**src/rtl/bsg_one_fifo_rr_arb.sv**
```systemverilog
// bsg_one_fifo_rr_arb
//   Round-robin arbiter feeding a single-entry buffer shared by els_p
//   ready/valid producers. A producer that sends a beat without last_i
//   keeps the grant until it sends its final beat, so packets from
//   different producers are never interleaved on the output.
//
// Ports
//   clk_i    : clock, all state updates on the rising edge
//   reset_i  : asynchronous active-high reset
//   v_i      : per-requester valid            [els_p]
//   data_i   : per-requester beat, lane k at [k*width_p +: width_p]
//   last_i   : per-requester final-beat flag  [els_p]
//   ready_o  : per-requester accept, one-hot or zero
//   v_o      : buffer holds a beat
//   data_o   : buffered beat
//   tag_o    : index of the requester that supplied the buffered beat
//   last_o   : buffered beat's last flag
//   yumi_i   : consumer takes the buffered beat (only legal with v_o=1)

module bsg_one_fifo_rr_arb #(
    parameter  int els_p     = 4,
    parameter  int width_p   = 16,
    localparam int lg_els_lp = (els_p > 1) ? $clog2(els_p) : 1
) (
    input  logic                       clk_i,
    input  logic                       reset_i,
    input  logic [els_p-1:0]           v_i,
    input  logic [els_p*width_p-1:0]   data_i,
    input  logic [els_p-1:0]           last_i,
    output logic [els_p-1:0]           ready_o,
    output logic                       v_o,
    output logic [width_p-1:0]         data_o,
    output logic [lg_els_lp-1:0]       tag_o,
    output logic                       last_o,
    input  logic                       yumi_i
);

    logic                   full_r;
    logic [width_p-1:0]     data_r;
    logic [lg_els_lp-1:0]   tag_r;
    logic                   last_r;
    logic [lg_els_lp-1:0]   ptr_r;
    logic                   lock_r;
    logic [lg_els_lp-1:0]   lock_idx_r;

    logic [width_p-1:0]     data_arr [els_p];
    logic                   grant_v;
    logic [lg_els_lp-1:0]   grant_idx;
    logic [lg_els_lp-1:0]   cand;
    logic                   enq;

    // (base + off) mod els_p without a divider; off is always < els_p so a
    // single conditional subtract is enough, and the result never reaches
    // els_p even when els_p is not a power of two.
    function automatic logic [lg_els_lp-1:0] wrap_inc(
        input logic [lg_els_lp-1:0] base,
        input int                   off
    );
        logic [lg_els_lp:0] sum;
        sum = {1'b0, base} + (lg_els_lp+1)'(off);
        if (sum >= (lg_els_lp+1)'(els_p)) begin
            sum = sum - (lg_els_lp+1)'(els_p);
        end
        return sum[lg_els_lp-1:0];
    endfunction

    generate
        for (genvar gi = 0; gi < els_p; gi++) begin : g_unpack
            assign data_arr[gi] = data_i[gi*width_p +: width_p];
        end
    endgenerate

    // Arbitration. The scan runs from the farthest offset down to offset 0
    // so the requester closest to ptr_r is the last (winning) assignment.
    always_comb begin
        grant_v   = 1'b0;
        grant_idx = '0;
        cand      = '0;
        if (lock_r) begin
            grant_v   = v_i[lock_idx_r];
            grant_idx = lock_idx_r;
        end else begin
            for (int i = els_p - 1; i >= 0; i--) begin
                cand = wrap_inc(ptr_r, i);
                if (v_i[cand]) begin
                    grant_v   = 1'b1;
                    grant_idx = cand;
                end
            end
        end
    end

    assign enq = grant_v & ~full_r;

    // reset_i gates ready_o directly so producers see no accept while reset
    // is held, even though the flops are already cleared.
    generate
        for (genvar gi = 0; gi < els_p; gi++) begin : g_ready
            assign ready_o[gi] = ~reset_i & enq & (grant_idx == lg_els_lp'(gi));
        end
    endgenerate

    always_ff @(posedge clk_i or posedge reset_i) begin
        if (reset_i) begin
            full_r     <= 1'b0;
            data_r     <= '0;
            tag_r      <= '0;
            last_r     <= 1'b0;
            ptr_r      <= '0;
            lock_r     <= 1'b0;
            lock_idx_r <= '0;
        end else begin
            if (enq) begin
                full_r <= 1'b1;
                data_r <= data_arr[grant_idx];
                tag_r  <= grant_idx;
                last_r <= last_i[grant_idx];
                if (last_i[grant_idx]) begin
                    lock_r <= 1'b0;
                    ptr_r  <= wrap_inc(grant_idx, 1);
                end else begin
                    lock_r     <= 1'b1;
                    lock_idx_r <= grant_idx;
                end
            end else if (yumi_i && full_r) begin
                // Enqueue is impossible while full, so no bypass case exists.
                full_r <= 1'b0;
            end
        end
    end

    assign v_o    = full_r;
    assign data_o = data_r;
    assign last_o = last_r;

    generate
        if (els_p == 1) begin : g_tag_single
            assign tag_o = '0;
        end else begin : g_tag_multi
            assign tag_o = tag_r;
        end
    endgenerate

    a_yumi_legal: assert property (@(posedge clk_i) disable iff (reset_i) yumi_i |-> full_r);

endmodule

```
**config.mk**
```make
export PLATFORM = sky130hd
export DESIGN_NAME = bsg_one_fifo_rr_arb
export DESIGN_NICKNAME = d
export VERILOG_FILES = /design/src/rtl/bsg_one_fifo_rr_arb.sv
export SDC_FILE = /design/constraint.sdc
export NUM_CORES = 1
export LEC_CHECK = 0
export BUFFER_PORTS_ARGS = -buffer_cell sky130_fd_sc_hd__buf_2
export CAP_MARGIN = 20
export CORE_MARGIN = 2
export CORE_UTILIZATION = 45
export CTS_CLUSTER_DIAMETER = 50
export CTS_CLUSTER_SIZE = 16
export DETAILED_ROUTE_END_ITERATION = 8
export PLACE_DENSITY = 0.79
export SLEW_MARGIN = 5
export SYNTH_ARGS = -nofsm -noshare
export SYNTH_HDL_FRONTEND = slang
export SYNTH_SLANG_ARGS = --single-unit
```
**constraint.sdc**
```tcl
create_clock -name clk_i -period 5.5 [get_ports clk_i]
set_input_delay 0.825 -clock clk_i [delete_from_list [all_inputs] [get_ports clk_i]]
set_output_delay 0.825 -clock clk_i [all_outputs]
set_load 0.02 [all_outputs]
```
# == After elaboration in Yosys (flattened, before gate mapping) ==
# Index checks and enable logic that the tools add are counted.
# totals
inputBits,75
register_bits,25
out_inout_bits,24
word_cells,83
# classes
n_addsub,9
order_cmp,12
n_reduce_logical,5
eq_ne,3
bitwise,10
n_mux,37
# op_table
operator,n
16-bit binary-select mux with 2-bit select,1
16-bit two-way mux,2
2-bit two-way mux,14
"2-bit by 3-bit less-than comparator with 1-bit output, second input constant",6
"3-bit >= comparator, second input constant",5
1-bit two-way mux,14
1-bit binary-select mux with 2-bit select,6
"2-bit by 1-bit subtractor with 2-bit output, second input constant",5
"2-bit by 1-bit adder with 3-bit output, second input constant",2
"2-bit by 2-bit adder with 3-bit output, second input constant",2
1-bit bitwise AND,6
"2-bit == test, second input constant",2
2-bit AND reduction,2
"2-bit by 3-bit >= comparator with 1-bit output, second input constant",1
1-bit NOT,3
2-bit NOT with 3-bit output,1
"2-bit by 1-bit == test with 1-bit output, second input constant",1
2-bit logical NOT,1
2-bit nonzero test,1
1-bit logical AND,1

# == Depth between registers and ports, before layout ==
# logic_depth
depth_word,15
depth_mapped,9
ltp_nobuf,7

# == Least setup slack after synthesis ==
# OpenSTA, ideal clock, no wires.
# synth_path
kind,input to output
from,input v_i[3]
to,output ready_o[2]
required_time_ps,4675
t_arrival_ps,2191
stages,8
path_buffers,2
slack_ps,2484
path_cell_list,and3b_1 nor4_2 o32ai_1 buf_6 buf_12 inv_1 ha_1 and3_1
# synth_between
elab_cells_between_ends,24
classes_between,eq/ne (1); mux (20); bitwise (3)
# synth_lines
element,line_no,text
"start, declared",27,"input logic [els_p-1:0] v_i,"
1-bit binary-select mux with 2-bit select,85,if (v_i[cand]) begin
1-bit two-way mux (implied by the code),85,
2-bit two-way mux (3 in a row),85,
2-bit two-way mux (*),85,
2-bit two-way mux (*),79,if (lock_r) begin
named net grant_idx[1],48,logic [lg_els_lp-1:0] grant_idx;
2-bit == test (*),99,assign ready_o[gi] = ~reset_i & enq & (grant_idx == lg_els_lp'(gi));
1-bit bitwise AND (*),99,
"end, declared",30,"output logic [els_p-1:0] ready_o,"
# The timed path passes the listed nets; every way through them passes the cells marked *. The select of a mux whose other input is x is not followed.

# == Worst setup path in the final report ==
# layout_path
from,input v_i[0]
to,output ready_o[1]
# layout_between
elab_chain_len,10
elab_cells_between_ends,24
classes_between,eq/ne (1); mux (20); bitwise (3)
# layout_rtl
element,line_no,text
1-bit binary-select mux with 2-bit select,85,
1-bit two-way mux (implied by the code),85,
1-bit two-way mux (4 in a row),85,
1-bit two-way mux,79,
1-bit bitwise AND,93,assign enq = grant_v & ~full_r;
1-bit bitwise AND,99,
1-bit bitwise AND (*),99,
# Every way passes the cells marked *; elsewhere a longest branch is shown, timed or not. The select of a mux whose other input is x is not followed.

==> reports/metrics.csv <==
stage;metric;value;unit
status;status;finished, final reports clean;
cells_and_area;layout_commonest_cell;buf_2;
yosys;seq_area_frac_synth;31.3;%
setup_path;worstSetupPathType;in -> out;
cells_and_area;layout_common_cells;98 x buf_2, 32 x mux2i_1, 25 x dfrtp_1;
drt;drc;0;
timing;finClkSkew;0.00753;ns
drt;first_pass_iters;4;
timing;finalSetupViolCount;0;
yosys;synth-simple-area-share;13.0;%
cts;numCtsBuffers;3;
placement;port_buffers;98;
drt;met1_length;1850;µm
placement;detailed_place_hpwl;3470;µm
timing;setup_tns;0;ns
drt;wl_per_cell;13.1;µm
timing;fmax;0.268;GHz
cts;cts_sinks;25;
yosys;synth_adder_area_share;2.50;%
timing;min_period;3.74;ns
timing;rsz0062_at_grt;no;
yosys;synth_cells;188;
cts;ctsHoldBuffers;0;
yosys;synth_edf_count;0;
global_route;track_usage;17.9;%
drt;drt-total-wl;4380;µm
timing;relSlewSlack;39.3;%
yosys;syn_area;2000;µm²
power_and_ir_drop;p_leak;1.40;nW
die;fp.dieW;70.7;µm
drt;vias;1716;
run;cap_violations;0;
die;start_util;46.2;%
yosys;synth_compound_area_share;17.2;%
cells_and_area;areaGrowthSynthToFinish;27.5;%
cts;cts_root_buf;clkbuf_8;
cts;cts.reportedPaths.clkPinSlew;0.09;ns
yosys;yosys.area.top_type;dfrtp_1;
drt;drt_iter0_markers;47;
cts;h-tree-depth;1;
cells_and_area;fin_util;59.0;%
timing;hold_viol;0;
setup_path;crit_required;4.68;ns
yosys;synth_top_cell_area_share;31.3;%
drt;top_layer_used;met4;
hold_path;hold_path_class;in -> async;
global_route;grt_pass1_vias;1541;
yosys;synth-seq-cells;25;
yosys;syn-num-nets;267;
power_and_ir_drop;peakVddDrop;0.000326;V
setup_path;cp-startpoint;v_i[0];
timing;worst_slew_pin_slew;0.907;ns
yosys;ys_top_cells_by_area;dfrtp_1 31%, mux2i_1 16%, mux2_2 9.0%;
global_route;grt_overflow;0;
setup_path;cp_max_fo;14;
global_route;grt_pass1_wl;7250;µm
placement;gp_congestion;0.868;
setup_path;endpoint_kind;output pin;
yosys;yosys_warnings;0;
yosys;synth_cell_types;44;
setup_path;cp-start-kind;primary input;
setup_path;cp_data_arrival_time;2.91;ns
drt;ant_nets;0;
yosys;synth_top_family_by_area;multiplexers;
cts;postCtsSetupBuffers;0;
die;pin_count;99;
timing;drv_slew;0;
yosys;synthFlopType;dfrtp_1;
yosys;synth_mux_area_share;29.3;%
drt;wl_met2;2270;µm
timing;period_share;68.0;%
drt;via_per_inst;5.14;
die;die_area;4990;µm²
yosys;synth_xor_area_share;0;%
die;rows;24;
cts;clkLatencyLatePin;0.26;ns
cells_and_area;fin_nets;362;
yosys;synth.avg_cell_area;10.6;µm²
drt;dr_wl_met3;248;µm
global_route;grt_max_degree;30;
global_route;antenna_found_initial;0;
die;core;4320;µm²
setup_path;r2r-start;ptr_r[0]$_DFFE_PP0P_;
cells_and_area;final_layout_size_suffix_gt1_share;53.5;%
power_and_ir_drop;power_density;601;nW/µm²
die;die_y;70.7;µm
cts;cts.path.max_buffers;2;
setup_path;r2r_slack;2.44;ns
cts;cts_tree;yes;
cts;post_cts_resized;0;
cells_and_area;n_antenna_cell;0;
yosys;synth-async-reset-ratio;100;%
-- Yosys cell counts, types with 2 or more instances --
| library cell | count |
|---|---|
| nor3_1 | 2 |
| buf_4 | 3 |
| o21ai_0 | 4 |
| inv_1 | 3 |
| nor2b_1 | 4 |
| mux2_4 | 3 |
| buf_12 | 3 |
| mux2_2 | 16 |
| ha_1 | 4 |
| nand3_1 | 2 |
| o21ai_1 | 3 |
| and3_1 | 5 |
| nand2_1 | 23 |
| nor2_1 | 6 |
| o21ai_2 | 15 |
| dfrtp_1 | 25 |
| a21oi_1 | 5 |
| mux2i_1 | 32 |
| buf_2 | 5 |
-- metrics by stage --
| step | instance area (µm²) | std cells | power, mW | worst slack [ns] | hold WS [ns] |
|---|---|---|---|---|---|
| 2_1_floorplan | 2000 | 188 | 1.27 | 2.48 | 0.512 |
| 3_3_place_gp | 2480 | 329 | 1.41 | 1.77 | 0.457 |
| 3_5_place_dp | 2480 | 329 | 1.44 | 1.75 | 0.465 |
| 4_1_cts | 2520 | 333 | 1.55 | 1.74 | 0.485 |
| 5_1_grt | 2550 | 334 | 1.67 | 1.60 | 0.482 |
| 6_report | 2550 | 334 | 1.53 | 1.76 | 0.477 |
-- worst max-delay path: stages --
cell	delay, ns
buf_2	0.13
and2b_4	0.18
o21ba_1	0.20
o41ai_4	0.81
buf_4	0.32
ha_1	0.15
and3_1	0.14
buf_2	0.16
-- cell families (layout without fill, tap and decap cells) --
family	count (synthesis)	count (layout)
mux	53	53
compound gates	39	39
simple gates	51	51
buf+inv	16	110
fa+ha+maj	4	4
flops	25	25
-- where the power goes --
| part | internal (mW) | leakage, nW | switching, mW |
|---|---|---|---|
| registers | 0.279 | 0.299 | 0.0757 |
| clock network | 0.0516 | 0.0228 | 0.0537 |
| logic | 0.490 | 1.07 | 0.583 |
-- worst paths after layout --
path / to / cells past startpoint
hold reg to reg: data_o[12]$_DFFE_PP0P_ / 2
setup / recovery: ready_o[1] / 8
max in group asynchronous: data_o[0]$_DFFE_PP0P_ / 3
setup reg to reg: lock_idx_r[1]$_DFFE_PP0P_ / 7
hold / removal: ptr_r[1]$_DFFE_PP0P_ / 2
min in group clk_i: data_o[12]$_DFFE_PP0P_ / 2
-- layout make-up --
class	count	area, µm²
Fill cell	391	1770
Clock buffer	4	45.0
Multi-Input combinational cell	147	1260
Inverter	4	15.0
Sequential cell	25	626
Timing Repair Buffer	102	541
Tap cell	52	65.1
-- metal layers --
metal | vias up | track usage (%)
met2 | 61 | 32.1
met4 | 0 | 3.14
met5 | - | 0
met1 | 783 | 23.2
li1 | 870 | -
met3 | 2 | 2.85
-- registers in the layout, summed over array words and instances, names as in the netlist --
| name | count |
|---|---|
| last_o | 1 |
| tag_o | 2 |
| lock_r | 1 |
| ptr_r | 2 |
| lock_idx_r | 2 |
| v_o | 1 |
| data_o | 16 |
Power figures use the tool's default switching activity.
